**config.mk**
```make
export PLATFORM = sky130hd
export DESIGN_NAME = param_entry_unit_flat
export DESIGN_NICKNAME = d
export VERILOG_FILES = /design/src/rtl/param_entry_unit_pkg.sv /design/src/rtl/param_entry_unit_if.sv /design/src/rtl/param_entry_unit_bank.sv /design/src/rtl/param_entry_unit.sv /design/src/flat_wrapper.sv
export SDC_FILE = /design/constraint.sdc
export NUM_CORES = 1
export LEC_CHECK = 0
export CORE_MARGIN = 2
export CORE_UTILIZATION = 60
export CTS_BUF_LIST = sky130_fd_sc_hd__clkbuf_8
export DETAILED_ROUTE_END_ITERATION = 8
export GPL_TIMING_DRIVEN = 0
export PLACE_DENSITY = 0.87
export SETUP_SLACK_MARGIN = 0.15
export SLEW_MARGIN = 20
export SYNTH_ARGS = -nofsm -noshare
export SYNTH_HDL_FRONTEND = slang
export SYNTH_SLANG_ARGS = --single-unit
```
**constraint.sdc**
```tcl
create_clock -name clk -period 5.8 [get_ports clk]
set_input_delay 0.87 -clock clk [delete_from_list [all_inputs] [get_ports clk]]
set_output_delay 0.87 -clock clk [all_outputs]
set_load 0.005 [all_outputs]
```
**src/rtl/param_entry_unit_pkg.sv**
```systemverilog
// Shared types and constants for the decimal parameter entry block.
package param_entry_pkg;

  typedef enum logic [2:0] {
    IDLE,
    COLLECT,
    CHECK,
    DONE,
    ERROR
  } state_t;

  localparam logic [1:0] ERR_NONE   = 2'd0;
  localparam logic [1:0] ERR_RANGE  = 2'd1;
  localparam logic [1:0] ERR_CHAR   = 2'd2;
  localparam logic [1:0] ERR_DIGITS = 2'd3;

  localparam logic [7:0] CH_0 = 8'h30;
  localparam logic [7:0] CH_9 = 8'h39;
  localparam logic [7:0] CR   = 8'h0D;
  localparam logic [7:0] LF   = 8'h0A;

  function automatic logic is_digit(input logic [7:0] b);
    return (b >= CH_0) && (b <= CH_9);
  endfunction

endpackage

```
**src/rtl/param_entry_unit_if.sv**
```systemverilog
// Received-byte stream from uart_rx into the parameter entry block.
interface param_entry_unit_if;
  logic       rx_valid;
  logic [7:0] rx_data;

  modport master (output rx_valid, output rx_data);
  modport slave  (input  rx_valid, input  rx_data);
endinterface

```
**src/rtl/param_entry_unit_bank.sv**
```systemverilog
// Bank of NUM_CH parameter registers with one write port and a flat read bus.
module param_bank #(
  parameter int NUM_CH      = 4,
  parameter int VAL_W       = 8,
  parameter int DEFAULT_VAL = 10,
  parameter int CH_W        = 2
) (
  input  logic                    clk,
  input  logic                    rst_n,
  input  logic                    we,
  input  logic [CH_W-1:0]         wch,
  input  logic [VAL_W-1:0]        wdata,
  output logic [NUM_CH*VAL_W-1:0] rdata
);

  logic [VAL_W-1:0] regs [NUM_CH];

  always_ff @(posedge clk or negedge rst_n) begin
    if (!rst_n) begin
      for (int unsigned k = 0; k < NUM_CH; k++) regs[k] <= VAL_W'(DEFAULT_VAL);
    end else if (we) begin
      regs[wch] <= wdata;
    end
  end

  always_comb begin
    rdata = '0;
    for (int unsigned k = 0; k < NUM_CH; k++) rdata[k*VAL_W +: VAL_W] = regs[k];
  end

endmodule

```
**src/rtl/param_entry_unit.sv**
```systemverilog
// ASCII decimal parameter entry: collects digits from the UART byte stream,
// range-checks the value and writes it to the channel selected at entry start.
module param_entry_unit
  import param_entry_pkg::*;
#(
  parameter int CLK_FREQ    = 100_000_000,
  parameter int TIMEOUT_US  = 500,
  parameter int MAX_DIGITS  = 3,
  parameter int VAL_W       = 8,
  parameter int MIN_VAL     = 5,
  parameter int MAX_VAL     = 30,
  parameter int DEFAULT_VAL = 10,
  parameter int NUM_CH      = 4,
  localparam int CH_W       = (NUM_CH > 1) ? $clog2(NUM_CH) : 1
) (
  input  logic                    clk,
  input  logic                    rst_n,
  param_entry_unit_if.slave       rx,
  input  logic                    enable,
  input  logic [CH_W-1:0]         ch_sel,
  output logic [NUM_CH*VAL_W-1:0] param_value,
  output logic                    update_pulse,
  output logic [CH_W-1:0]         update_ch,
  output logic                    param_error,
  output logic [1:0]              err_code,
  output logic                    busy
);

  localparam int TIMEOUT_CNT = CLK_FREQ / 1_000_000 * TIMEOUT_US;
  localparam int TMR_W       = $clog2(TIMEOUT_CNT);
  localparam int ACC_W       = $clog2(10 ** MAX_DIGITS);
  localparam int CNT_W       = $clog2(MAX_DIGITS + 1);

  state_t            state, state_next;
  logic [ACC_W-1:0]  acc;
  logic [CNT_W-1:0]  cnt;
  logic [TMR_W-1:0]  timer;
  logic [CH_W-1:0]   ch;
  logic              start, shift, tick, we, err_set;
  logic [1:0]        err_val;
  logic              rx_digit, rx_term, in_range;
  logic [ACC_W-1:0]  digit;

  assign rx_digit = rx.rx_valid && is_digit(rx.rx_data);
  assign rx_term  = rx.rx_valid && ((rx.rx_data == CR) || (rx.rx_data == LF));
  assign digit    = ACC_W'(rx.rx_data[3:0]);
  // Compare at full accumulator width so oversize entries are rejected, not wrapped.
  assign in_range = (acc >= ACC_W'(MIN_VAL)) && (acc <= ACC_W'(MAX_VAL));

  always_ff @(posedge clk or negedge rst_n) begin
    if (!rst_n) state <= IDLE;
    else        state <= state_next;
  end

  always_comb begin
    state_next = state;
    start      = 1'b0;
    shift      = 1'b0;
    tick       = 1'b0;
    we         = 1'b0;
    err_set    = 1'b0;
    err_val    = ERR_NONE;
    unique case (state)
      IDLE: begin
        if (enable && rx_digit) begin
          start      = 1'b1;
          state_next = COLLECT;
        end
      end
      COLLECT: begin
        if (!enable)                                    state_next = IDLE;
        else if (rx_digit && cnt < CNT_W'(MAX_DIGITS))  shift = 1'b1;
        else if (rx_digit) begin
          err_set = 1'b1;
          err_val = ERR_DIGITS;
        end
        else if (rx_term)                               state_next = CHECK;
        else if (rx.rx_valid) begin
          err_set = 1'b1;
          err_val = ERR_CHAR;
        end
        else if (timer == TMR_W'(TIMEOUT_CNT - 1))      state_next = CHECK;
        else                                            tick = 1'b1;
      end
      CHECK: begin
        if (in_range) begin
          we         = 1'b1;
          state_next = DONE;
        end else begin
          err_set = 1'b1;
          err_val = ERR_RANGE;
        end
      end
      DONE, ERROR: begin
        if (!enable) state_next = IDLE;
      end
      default: state_next = IDLE;
    endcase
    if (err_set) state_next = ERROR;
    param_error = (state == ERROR);
    busy        = (state == COLLECT) || (state == CHECK);
  end

  always_ff @(posedge clk or negedge rst_n) begin
    if (!rst_n) begin
      acc          <= '0;
      cnt          <= '0;
      timer        <= '0;
      ch           <= '0;
      err_code     <= ERR_NONE;
      update_pulse <= 1'b0;
      update_ch    <= '0;
    end else begin
      update_pulse <= we;
      if (start) begin
        acc      <= digit;
        cnt      <= CNT_W'(1);
        timer    <= '0;
        ch       <= ch_sel;
        err_code <= ERR_NONE;
      end
      if (shift) begin
        acc   <= ACC_W'(acc * ACC_W'(10) + digit);
        cnt   <= cnt + 1'b1;
        timer <= '0;
      end
      if (tick)    timer     <= timer + 1'b1;
      if (err_set) err_code  <= err_val;
      if (we)      update_ch <= ch;
    end
  end

  param_bank #(
    .NUM_CH      (NUM_CH),
    .VAL_W       (VAL_W),
    .DEFAULT_VAL (DEFAULT_VAL),
    .CH_W        (CH_W)
  ) u_bank (
    .clk   (clk),
    .rst_n (rst_n),
    .we    (we),
    .wch   (ch),
    .wdata (VAL_W'(acc)),
    .rdata (param_value)
  );

endmodule

```
**src/flat_wrapper.sv**
```systemverilog
// flat-port wrapper written by rule: the top's interface ports become plain ports
module param_entry_unit_flat import param_entry_pkg::*;
#(
  parameter int CLK_FREQ    = 100_000_000,
  parameter int TIMEOUT_US  = 500,
  parameter int MAX_DIGITS  = 3,
  parameter int VAL_W       = 8,
  parameter int MIN_VAL     = 5,
  parameter int MAX_VAL     = 30,
  parameter int DEFAULT_VAL = 10,
  parameter int NUM_CH      = 4,
  localparam int CH_W       = (NUM_CH > 1) ? $clog2(NUM_CH) : 1
)
  (clk, rst_n, enable, ch_sel, param_value, update_pulse, update_ch, param_error, err_code, busy, rx_rx_valid, rx_rx_data);
  param_entry_unit_if rx_i ();
  input  logic clk;
  input  logic rst_n;
  input  logic enable;
  input  logic [CH_W-1:0] ch_sel;
  output logic [NUM_CH*VAL_W-1:0] param_value;
  output logic update_pulse;
  output logic [CH_W-1:0] update_ch;
  output logic param_error;
  output logic [1:0] err_code;
  output logic busy;
  input wire logic [$bits(rx_i.rx_valid)-1:0] rx_rx_valid;
  input wire logic [$bits(rx_i.rx_data)-1:0] rx_rx_data;
  assign rx_i.rx_valid = rx_rx_valid;
  assign rx_i.rx_data = rx_rx_data;
  param_entry_unit #(.CLK_FREQ(CLK_FREQ), .TIMEOUT_US(TIMEOUT_US), .MAX_DIGITS(MAX_DIGITS), .VAL_W(VAL_W), .MIN_VAL(MIN_VAL), .MAX_VAL(MAX_VAL), .DEFAULT_VAL(DEFAULT_VAL), .NUM_CH(NUM_CH)) u_core (.clk(clk), .rst_n(rst_n), .rx(rx_i), .enable(enable), .ch_sel(ch_sel), .param_value(param_value), .update_pulse(update_pulse), .update_ch(update_ch), .param_error(param_error), .err_code(err_code), .busy(busy));
endmodule
```
After elaboration in Yosys (flattened, before gate mapping)
Cells that the tools add are included.
Cells by class
  $add $sub $neg: 3
  multiply operators: 1
  div/mod/pow operators: 0
  $lt $le $gt $ge: 7
  equal/unequal tests: 14
  shift operators: 0
  multiplexer cells: 51
  bitwise gates (word level): 1
  reductions and logical operators: 15
Operator list (count)
  2-to-1 mux 16 bit: 3
  bitwise mux 32 bit: 1
  2-to-1 mux 3 bit: 10
  2-to-1 mux 1 bit: 21
  2-to-1 mux 10 bit: 2
  2-to-1 mux 2 bit: 9
  adder 16 x 1 -> 16 bit, second input constant: 1
  demux 8 bit (select 2 bit): 1
  == test 16 bit, second input constant: 1
  == test 8 x 4 -> 1 bit, second input constant: 2
  one-hot mux 3 bit (4 select lines): 1
  adder 10 x 4 -> 10 bit: 1
  >= comparator 10 x 3 -> 1 bit, second input constant: 1
  less-or-equal comparator 10 x 5 -> 1 bit, second input constant: 1
  multiplier 10 x 3 -> 9 bit, second input constant: 1
  >= comparator 8 x 6 -> 1 bit, second input constant: 1
  less-or-equal comparator 8 x 6 -> 1 bit, second input constant: 1
  2-to-1 mux 8 bit: 1
  inequality test 4 x 3 -> 1 bit, second input constant: 2
  logical AND 1 bit: 7
  AND reduction 7 bit: 1
  == test 3 x 2 -> 1 bit, second input constant: 2
  inequality test 3 x 1 -> 1 bit, second input constant: 2
  inequality test 5 x 2 -> 1 bit, second input constant: 1
  16 further kinds: 18
Word-level totals
  register bits: 70
  bits in latches: 0
  bits in writable memories: 0
  bits in read-only memories: 0
  input bits: 14
  output and inout port bits: 39
  logic and storage cells: 104
  memories kept: 0

Depth between registers and ports, before layout
  depth after elaboration: 10
  gate-level depth with buffers: 10

Cells and area by module
From an unflattened synthesis, not the netlist that was laid out.
Second synthesis, totals
  cell total of the unflattened synthesis: 318
  area, all modules: 3622.2 µm²
By module, submodules not included
  param_entry_unit: instances 1, cells each 250, area each 2399.8 µm², seq. area each 950.9 µm²
  param_bank: instances 1, cells each 68, area each 1222.4 µm², seq. area each 810.8 µm²

Worst setup path before layout
OpenSTA, ideal clock, no wires.
  path kind: input to register
  start point: input rx_rx_data[1]
  end point: register u_core.acc[9]
  library setup time: 0.083 ns
  arrival: 2.901 ns
  slack: 2.817 ns
  cell stages on the path: 9
  buffers on the path: 0
  cells stage by stage: ha_1 inv_1 fa_1 nor2b_1 o21ai_0 or3b_2 nor4b_2 xnor3_1 o21ai_0
On the way
  word-level cells in the longest chain between the ends: 8
  elaborated cells between the ends (all ways): 14
Ends and longest elaborated chain
  from (decl): line flat_wrapper.sv:27  | input wire logic [$bits(rx_i.rx_data)-1:0] rx_rx_data;
  >= comparator 8 x 6 -> 1 bit or less-or-equal comparator 8 x 6 -> 1 bit (tied branches): line param_entry_unit_pkg.sv:23  | return (b >= CH_0) && (b <= CH_9);
  logical AND 1 bit: line param_entry_unit_pkg.sv:23
  logical AND 1 bit: line param_entry_unit.sv:44  | assign rx_digit = rx.rx_valid && is_digit(rx.rx_data);
  logical AND 1 bit: line param_entry_unit.sv:72  | else if (rx_digit && cnt < CNT_W'(MAX_DIGITS)) shift = 1'b1;
  2-to-1 mux 1 bit: line param_entry_unit.sv:72
  2-to-1 mux 1 bit: line param_entry_unit.sv:71  | if (!enable) state_next = IDLE;
  2-to-1 mux 1 bit: line param_entry_unit.sv:63  | unique case (state)
  2-to-1 mux 10 bit or nonzero test 2 bit (tied branches)
  to (signal assigned): line param_entry_unit.sv:116  | acc <= digit;
  to (signal assigned): line param_entry_unit.sv:123  | acc <= ACC_W'(acc * ACC_W'(10) + digit);
  to (decl): line param_entry_unit.sv:35  | logic [ACC_W-1:0] acc;
Several ways; a longest one is shown, not always the timed one.
A chain may end at the register's enable or synchronous reset.

Worst setup path after layout
Ends and elaborated chain as after synthesis.

==> results.txt <==
----------------------------------------------------
[GRT]
  Number of antenna violations at the first check in global routing ... 0
  Sum of overflow across all layers after global routing ... 0
  Largest net degree at the start of global routing ... a little over 50
  Number of global-route vias before repair ... roughly 2,600
  Total routing usage reported by global routing ... 26.18%
  Wire length of the first global-routing pass ... 12,890 microns

[Pwr]
  LEAKAGE ... 0.001979 uW
  Power density normalized to cell area ... about 300 mW/mm^2
  Worst-case vdd ir drop ... around 260 uV
  Total Power ... between 1000 and 1500 uW

[Timing]
  FMAX ... roughly 290 MHz
  Min Hold Slack ... 409.5 ps
  Transition time of the tightest slew-check pin ... about 600 ps
  Final Max Tran Viols ... 0
  Final critical path time including I/O delays and setup ... between 3000 and 4000 ps
  RSZ-0062 raised after global routing ... false
  Final Hold Viols ... 0
  Final setup violating endpoints ... 0
  Largest clock skew in the final design ... ~12 ps
  Share of the clock period used by the worst path after layout ... 58.70%
  Rel. slew slack ... about three fifths
  Setup total negative slack ... 0 ps

[Final layout]
  Fraction of layout instances using a drive strength above 1 ... between 10% and 20%
  Most common library cell in the layout ignoring fill and taps ... dfrtp_1
  Number of diodes added for antenna fixing ... 0
  Nets ... 426
  Top library cells by usage in the layout, fill and taps aside ... dfrtp_1, clkdlybuf4s50_1, nand2_1, o21ai_0, mux2_2
  P&R area growth vs syn ... 22.64%

[CTS]
  Clock tree from TritonCTS ... done
  Cts bufs inserted ... 9
  Post-CTS Hold Fix Bufs ... 0
  PostCTS Resize Cnt ... 0
  Later-pin clock latency in the skew report ... 340 ps
  H-tree levels ... 3
  Post-CTS clock slew at the launch and capture registers of the worst setup and hold paths ... roughly 80 ps
  Maximum buffer depth of the clock tree ... 2
  Buffer type at the clock tree root ... clkbuf_8
  Post CTS Setup Buffer Count ... 0
  Clock sink count ... 70

[Synthesis]
  Fraction of post-synthesis cell area in the top cell type by area ... 43.80%
  Synthesized-area fraction occupied by and/or/nand/nor cells ... 19.32%
  Async S/R FF share, synth ... 100.0%
  Adder-cell area share of the yosys netlist ... ~6.8%
  Cell taking the most area after synthesis ... dfrtp_1
  Area contributors post-synth ... dfrtp_1, mux2_2, dfstp_2, ha_1, o21ai_0
  Avg Synthesized Cell Area ... 10.73 sq um
  Mux cell area share after synthesis ... around 7.2%
  Net count after synthesis ... 362
  Flops & latches, synth ... 70
  Area fraction in compound gates after synthesis ... 10.95%
  Sequential share of the synthesized area ... between 40% and 50%
  Post-synthesis instance area ... ~0.0035 sq mm
  Number of cells produced by synthesis ... 330
  Combinational family with the most area after synthesis ... simple AND/OR/NAND/NOR gates
  Count of warnings emitted by yosys ... 0
  EDFF count, synth ... 0
  Count of distinct cell types in the synthesized netlist ... 56
  Most used flip-flop cell after synthesis ... dfrtp_1
  Fraction of synthesized cell area in xor and xnor cells ... under 10%

[Setup path]
  Crit path capture type ... register
  Kind of launch point of the worst setup path ... input pin
  Crit path max fanout ... 5
  Worst path required time ... 6060 ps
  Classification of the worst setup path ... input pin to register
  Critical path data arrival time ... 3670 ps
  Worst-case register-to-register setup slack ... ~2700 ps

[Drt]
  Detailed-router iteration count before antenna repair ... 4
  Residual antenna-violating net count after detailed routing ... 0
  Avg Vias per Cell ... roughly 6
  Number of design-rule violations left by the first detailed-router iteration ... about 210
  Overall via count from detail_route ... approximately 2,800
  Routed length per placed instance ... 16.20 microns
  Detailed Route WL ... around 7600 microns
  Remaining design rule violation count ... 0

[Placed design]
  Number of input and output port buffers inserted ... between 50 and 60
  HPWL after detailed placement ... 5582 microns
  Final weighted congestion of routability-driven global placement ... a little over 0.8

[Min path]
  Path category of the worst min-delay check ... input pin to asynchronous set/reset pin

[Floorplanning]
  Initial core utilization ... between 60% and 70%
  FP Rows ... 27
  Die Y ... 80.84 microns
  Area enclosed by the die boundary ... about 0.0065 sq mm
  Count of pins on the block boundary ... 53
  Die boundary width ... just over 80 microns
  Placeable core region ... 0.005608 sq mm

[Outcome]
  Status ... finished clean

[Job]
  Max-cap check violation count ... 0

----------------------------------------------------
==> per-stage QoR <==
step	area, sq um	utilization (%)	worst slack, ps	instances
floorplan	3542	-	2817	330
global placement	4153	74.05	1629	454
detailed placement	4178	74.50	2043	455
CTS	4344	77.47	2389	470
global route	4344	77.47	2240	470
finish	4344	77.47	2396	470
==> cell type report <==
class,instances,area (sq um)
Multi-Input combinational cell,238,1688
Fill cell,369,1264
Clock inverter,5,28.78
Buffer,11,51.30
Clock buffer,10,137.6
Timing Repair Buffer,53,545.5
Inverter,11,41.29
Sequential cell,70,1762
Tap cell,72,90.09
==> worst paths after layout <==
kind | start | end | cells after the start
setup / recovery | rx_rx_data[1] | u_core.acc[9] | 10
hold / removal | rst_n | u_core.u_bank.rdata[29] | 1
setup reg to reg | u_core.acc[1] | u_core.acc[9] | 9
hold reg to reg | u_core.timer[15] | u_core.timer[15] | 1
max in group asynchronous | rst_n | u_core.u_bank.rdata[19] | 2
min in group clk | u_core.timer[15] | u_core.timer[15] | 1
==> cells by family (layout without fill, tap and decap cells) <==
| logic type | Yosys count | after routing |
|---|---|---|
| xor gates and xnor gates | 12 | 12 |
| DFF | 70 | 70 |
| buffers and inverters | 22 | 90 |
| AOI/OAI and AO/OA | 63 | 63 |
| adders and majority gates | 18 | 18 |
| muxes | 23 | 23 |
| and+or+nand+nor | 122 | 122 |
==> state kept, by name, summed over array words and instances, names as in the netlist <==
register / cells
u_core.timer: 16
u_core.u_bank.rdata: 32
u_core.cnt: 2
u_core.ch: 2
u_core.state: 3
u_core.update_ch: 2
u_core.update_pulse: 1
u_core.acc: 10
u_core.err_code: 2
==> where the power goes <==
part / internal [uW] / switching [uW]
sequential: 548 / 60.0
clock: 161 / 176
combinational: 175 / 163
==> routing by layer <==
layer	share of wire [%]	wire length [microns]	track usage, %	vias up
met5	0	0	0	-
met3	4.5	346	4.889	15
met2	49	3720	42.81	77
li1	-	-	-	1309
met1	45	3409	34.75	1357
met4	1.8	139	10.34	0
==> synthesized netlist by cell type, types with 6 or more instances <==
cell / instances
a21oi_1: 6
a22oi_1: 6
and2_1: 8
and3_1: 6
clkbuf_1: 6
dfrtp_1: 62
dfstp_2: 8
ha_1: 16
inv_1: 10
mux2_2: 21
nand2_1: 38
nand3_1: 9
nor2_1: 17
nor3_1: 7
o211ai_1: 6
o21ai_0: 29
o31ai_1: 6
xnor2_1: 7
==> critical path, cell delays in order <==
cell and delay, ps:
clkdlybuf4s50_1 580, ha_1 210, inv_1 60, fa_1 430, nor2b_1 120, o21ai_0 110, or3b_2 520, nor4b_2 270
xnor3_1 360, o21ai_0 140
(Power assumes the default switching activity.)
==> RTL edit 1 (same settings) <==
Reset style: synchronous (`rst_n`), changed in 3 clocked blocks.
--- a/src/rtl/param_entry_unit_bank.sv
+++ b/src/rtl/param_entry_unit_bank.sv
@@ -16,5 +16,5 @@
   logic [VAL_W-1:0] regs [NUM_CH];
 
-  always_ff @(posedge clk or negedge rst_n) begin
+  always_ff @(posedge clk) begin
     if (!rst_n) begin
       for (int unsigned k = 0; k < NUM_CH; k++) regs[k] <= VAL_W'(DEFAULT_VAL);
--- a/src/rtl/param_entry_unit.sv
+++ b/src/rtl/param_entry_unit.sv
@@ -48,5 +48,5 @@
   assign in_range = (acc >= ACC_W'(MIN_VAL)) && (acc <= ACC_W'(MAX_VAL));
 
-  always_ff @(posedge clk or negedge rst_n) begin
+  always_ff @(posedge clk) begin
     if (!rst_n) state <= IDLE;
     else        state <= state_next;
@@ -102,5 +102,5 @@
   end
 
-  always_ff @(posedge clk or negedge rst_n) begin
+  always_ff @(posedge clk) begin
     if (!rst_n) begin
       acc          <= '0;
Function: differs if rst_n is asserted again (counterexample within 4 cycles, from zero or initial values and one cycle with rst_n low); with rst_n held inactive, the same outputs for 4 cycles.
==> RTL edit 1 against the original RTL <==
Count of clock-buffer cells in the layout shrank 1. Sequential cell count is the same. Setup slack gained 0.17 ns. Synthesized area shrank 0.42%. Final area grew 0.60%. Wire length grew 4.1%. Hold slack gained 0.086 ns. Synthesized cell count grew 3.0%. Via count grew 5.1%. Critical endpoint is now u_core.acc[2].
Power is not compared: it rests on default switching activity, and its combinational part moved more than twofold at a synthesized area within 25%.
==> RTL edit 1: results (changes against the original RTL) <==
The global-route wire length before repair was 13200 um (was 12900 um); the routed via count was 2900 (was 2758). The data arrival at the endpoint of the critical path came out at 3.45 ns (was 3.67 ns). For the warning count from the yosys run, the log shows 0 (unchanged). The run finished with clean final reports. The run gives 2 (unchanged) as the worst-case clock buffer depth.

The tools report the number of gates resized after CTS as 0 (unchanged). For the part of the Yosys area used for sequential elements, the log shows 48.8% (was 49.7%). The total CTS buffers was 9 (unchanged). The pin slew with the least headroom to its limit works out to 0.757 ns (was 0.598 ns). The fraction of final layout cells sized beyond drive strength 1 came out at 10.0% (was 14.3%). The net count of the finished layout was 446 (was 426); the total half-perimeter wirelength after legalization and detailed placement was 5640 um (was 5580 um). The via count of the first global-routing pass is 2830 (was 2634), and the register clock-pin slew on the reported worst setup and hold paths is 0.07 ns. The number of levels in the clock H-tree came out at 3 (unchanged).

IR analysis of the VDD net gives a maximum drop of 0.226 mV. The async set or reset register ratio after synthesis came out at 0% (was 100%). The primary flip-flop cell chosen by synthesis mapping is dfxtp_1 (was dfrtp_1). Worst min-delay path class: reg2reg (was in2async). The overall routing resource usage came out at 27.0% (was 26.2%). The tools report the routability congestion estimate from global placement as 0.886 (was 0.827). The number of setup buffers added after CTS is 0 (unchanged), and the total negative slack is 0 ns (unchanged). The pin count of the biggest net entering global routing is 14 (was 51), and the detailed router's first-iteration violation count is 254 (was 213). Largest fanout on the critical path: 9 (was 5).

The analysis attributes to cell leakage a power of 1.60 nW. Number of antenna diodes: 0 (unchanged). In the final layout, the registers with the most flip-flops are u_core.u_bank.regs x32, u_core.timer x16, u_core.acc x10. Filler cell count: 374 (was 369).

Count of cell types in the netlist: 60 (was 56). Final wirelength: 7920 um (was 7620 um). Insertion delay of the later-clocked pin in the worst-skew pair: 0.34 ns (about the same). The count of TritonRoute iterations in the first routing pass was 5 (was 4); the initial antenna violation count was 0 (unchanged).

The clock skew after layout was 0.00817 ns (was 0.0124 ns); the count of flip-flops with a built-in enable after synthesis was 32 (was 0). Number of buffers inserted by port buffering: 52 (unchanged). The master cell of the clock root buffer was clkbuf_8 (unchanged). Leading post-synthesis cells by instance count: dfxtp_1 (38), nor2_1 (38), edfxtp_1 (32), nand2_1 (27), a21oi_1 (17) (was dfrtp_1 (62), nand2_1 (38), o21ai_0 (29), mux2_2 (21), nor2_1 (17)). Synth area leaders: edfxtp_1 (27%), dfxtp_1 (22%), ha_1 (5.7%), nor2_1 (4.0%), nand2_1 (2.9%) (was dfrtp_1 (44%), mux2_2 (6.7%), dfstp_2 (5.9%), ha_1 (5.7%), o21ai_0 (4.1%)).
==> RTL edit 1: cell count changes in the layout (fill, tap and decap cells not counted), moves of 11 or more <==
cell	delta
a21oi_1	+11
conb_1	+12
dfrtp_1	-62
dfxtp_1	+38
edfxtp_1	+32
mux2_2	-21
nand2_1	-11
nor2_1	+21
o21ai_0	-20
==> RTL edit 1: worst paths after layout <==
kind,start,slack (ns),cells past startpoint,end
worst max register to register,u_core.acc[6],3.14,6,u_core.u_bank.regs[2][4]
worst min-delay path,u_core.cnt[0],0.50,1,u_core.cnt[0]
worst min register to register,u_core.cnt[0],0.50,1,u_core.cnt[0]
worst max-delay path,rx_rx_data[1],2.57,7,u_core.acc[2]
==> RTL edit 1: logic make-up after synthesis <==
group | count (synthesis) | share of synthesized area, %
and+or+nand+nor | 150 | 24.4
other | 1 | 0.106
xor gates and xnor gates | 13 | 3.23
adders and majority gates | 18 | 6.81
DFF | 70 | 48.8
AOI/OAI and AO/OA | 60 | 11.0
muxes | 9 | 2.63
buffers and inverters | 19 | 3.05
==> RTL edit 1: cell type report <==
type | count | share of cell area [%]
multi-input cells | 262 | 39.8
flip-flops and latches | 70 | 39.4
repair buffers | 52 | 11.9
clock buffers | 9 | 2.83
well taps | 72 | 2.06
plain buffers | 10 | 1.69
clock inverters | 7 | 1.55
inverters | 9 | 0.773
==> RTL edit 1: critical path, cell delays in order <==
cell             delay, ns
clkdlybuf4s50_1       0.50
o21ai_0               0.49
nand4_1               0.33
nor4_4                0.56
nor2_1                0.32
a221oi_1              0.32
nor2_1                0.06
==> RTL edit 1: stage by stage <==
step | total power [W] | setup WS [ns] | instance area [sq um] | utilization (%) | instances
after floorplan | 0.000555 | 3.28 | 3570 | - | 351
after global placement | 0.000587 | 2.38 | 4180 | 74.5 | 475
after global routing | 0.000988 | 2.36 | 4370 | 77.9 | 491
after CTS | 0.000959 | 2.67 | 4370 | 77.9 | 491
final | 0.000960 | 2.57 | 4370 | 77.9 | 491
after detailed placement | 0.000589 | 2.30 | 4180 | 74.5 | 475
==> RTL edit 1: where the power goes <==
part	internal, W	switching [W]	leakage, nW
Combinational	0.0000261	0.0000251	0.898
Clock	0.000196	0.000186	0.0980
Sequential	0.000524	0.00000288	0.601
Total	0.000746	0.000214	1.60
==> RTL edit 1: routing by layer <==
layer  share of wire [%]  track usage, %  up-vias
met2                  47            43.4      152
met4                 2.1            13.6        0
met3                 8.1            5.06       27
met1                  43            34.7     1339
met5                   0               0        -
li1                    -               -     1382
==> RTL edit 2 (same settings) <==
Without the edit above. `NUM_CH` is set to 4 in 3 places; all go to 8.
--- a/src/rtl/param_entry_unit_bank.sv
+++ b/src/rtl/param_entry_unit_bank.sv
@@ -1,5 +1,5 @@
 // Bank of NUM_CH parameter registers with one write port and a flat read bus.
 module param_bank #(
-  parameter int NUM_CH      = 4,
+  parameter int NUM_CH      = 8,
   parameter int VAL_W       = 8,
   parameter int DEFAULT_VAL = 10,
--- a/src/rtl/param_entry_unit.sv
+++ b/src/rtl/param_entry_unit.sv
@@ -11,5 +11,5 @@
   parameter int MAX_VAL     = 30,
   parameter int DEFAULT_VAL = 10,
-  parameter int NUM_CH      = 4,
+  parameter int NUM_CH      = 8,
   localparam int CH_W       = (NUM_CH > 1) ? $clog2(NUM_CH) : 1
 ) (
--- a/src/flat_wrapper.sv
+++ b/src/flat_wrapper.sv
@@ -9,5 +9,5 @@
   parameter int MAX_VAL     = 30,
   parameter int DEFAULT_VAL = 10,
-  parameter int NUM_CH      = 4,
+  parameter int NUM_CH      = 8,
   localparam int CH_W       = (NUM_CH > 1) ? $clog2(NUM_CH) : 1
 )
Ports: changed (resized ch_sel, param_value and update_ch); port bits go from 53 to 87. The function was not compared with the original's and may differ.
==> RTL edit 2 against the original RTL <==
Sequential share of layout area grew 3.2 points. Wire length grew 37%. Utilization grew 0.13 points. Sequential cell count grew 34. Setup slack gained 0.0099 ns. Clock power grew 23%. Total power grew 29%. Synthesized area grew 35%. Final area grew 38%. Critical path type unchanged. Critical endpoint unchanged. Largest power group unchanged. Highest routed layer unchanged.
==> RTL edit 2: results (changes against the original RTL) <==
The run finished with clean final reports. The overall routing resource usage was 26.2% (about the same); the pre-CTS worst setup slack was 2.05 ns (was 2.04 ns). The ratio of total power to cell area works out to 276 nW/um^2 (was 295 nW/um^2). The routability congestion estimate from global placement was 0.864 (was 0.827); the reported leakage power was 2.74 nW (was 1.98 nW). The placed standard-cell area was 5810 sq um (was 4180 sq um). Leading post-synthesis cells by instance count: dfrtp_1 (88), mux2_2 (42), o21ai_0 (29), nand2_1 (28), nor2b_1 (24) (was dfrtp_1 (62), nand2_1 (38), o21ai_0 (29), mux2_2 (21), nor2_1 (17)).

The met2 layer wire length in the routed design was 5360 um (was 3720 um); the routed metal-1 wirelength was 4370 um (was 3410 um). The logs give 24.3% (was 26.3%) for the combinational cell fraction of total power and 476 um (was 346 um) for the total length of routed met3 wires. The tools report the insertion delay of the later-clocked pin in the worst-skew pair as 0.37 ns (was 0.34 ns). The fraction of final layout cells sized beyond drive strength 1 is 19.3% (was 14.3%). The count of cell types in the netlist was 53 (was 56); the xor-xnor portion of the synthesized cell area was 2.84% (was 3.36%). The logs give 537 (was 426) for the net count of the finished layout and 70 (was 51) for the pin count of the biggest net entering global routing.

The number of buffers inserted by port buffering is 86 (was 52), and the total half-perimeter wirelength after legalization and detailed placement is 7660 um (was 5580 um). The count of TritonRoute iterations in the first routing pass is 5 (was 4), and the filler cell count is 480 (was 369). The logs give 10500 um (was 7620 um) for the final wirelength and 17800 um (was 12900 um) for the global-route wire length before repair. Register clock-pin slew on the reported worst setup and hold paths: 0.11 ns (was 0.08 ns). Synth area leaders: dfrtp_1 (46%), mux2_2 (9.9%), dfstp_2 (8.8%), ha_1 (4.2%), nor2b_1 (3.1%) (was dfrtp_1 (44%), mux2_2 (6.7%), dfstp_2 (5.9%), ha_1 (5.7%), o21ai_0 (4.1%)).

For the part of the Yosys area used for sequential elements, the log shows 54.7% (was 49.7%).
-- RTL edit 2: final cells by class --
cell class,count,area share [%]
plain buffers,13,0.960
clock buffers,9,2.07
clock inverters,7,0.960
inverters,15,0.939
multi-input cells,274,34.4
flip-flops and latches,104,43.7
well taps,102,2.13
repair buffers,87,14.8
-- RTL edit 2: how the worst min path moves through the flow --
stage               cells after the start                 endpoint
floorplan                               1         u_core.timer[15]
global placement                        1         u_core.timer[15]
detailed placement                      1   u_core.u_bank.rdata[6]
CTS                                     1  u_core.u_bank.rdata[32]
global route                            1          u_core.timer[9]
finish                                  1  u_core.u_bank.rdata[38]
-- RTL edit 2: per-stage QoR --
stage	util, %	hold WS, ns	std cells
after floorplan	-	0.439	406
after global placement	74.9	0.468	594
after detailed placement	75.2	0.487	595
after CTS	77.6	0.382	611
after global routing	77.6	0.392	611
final	77.6	0.384	611
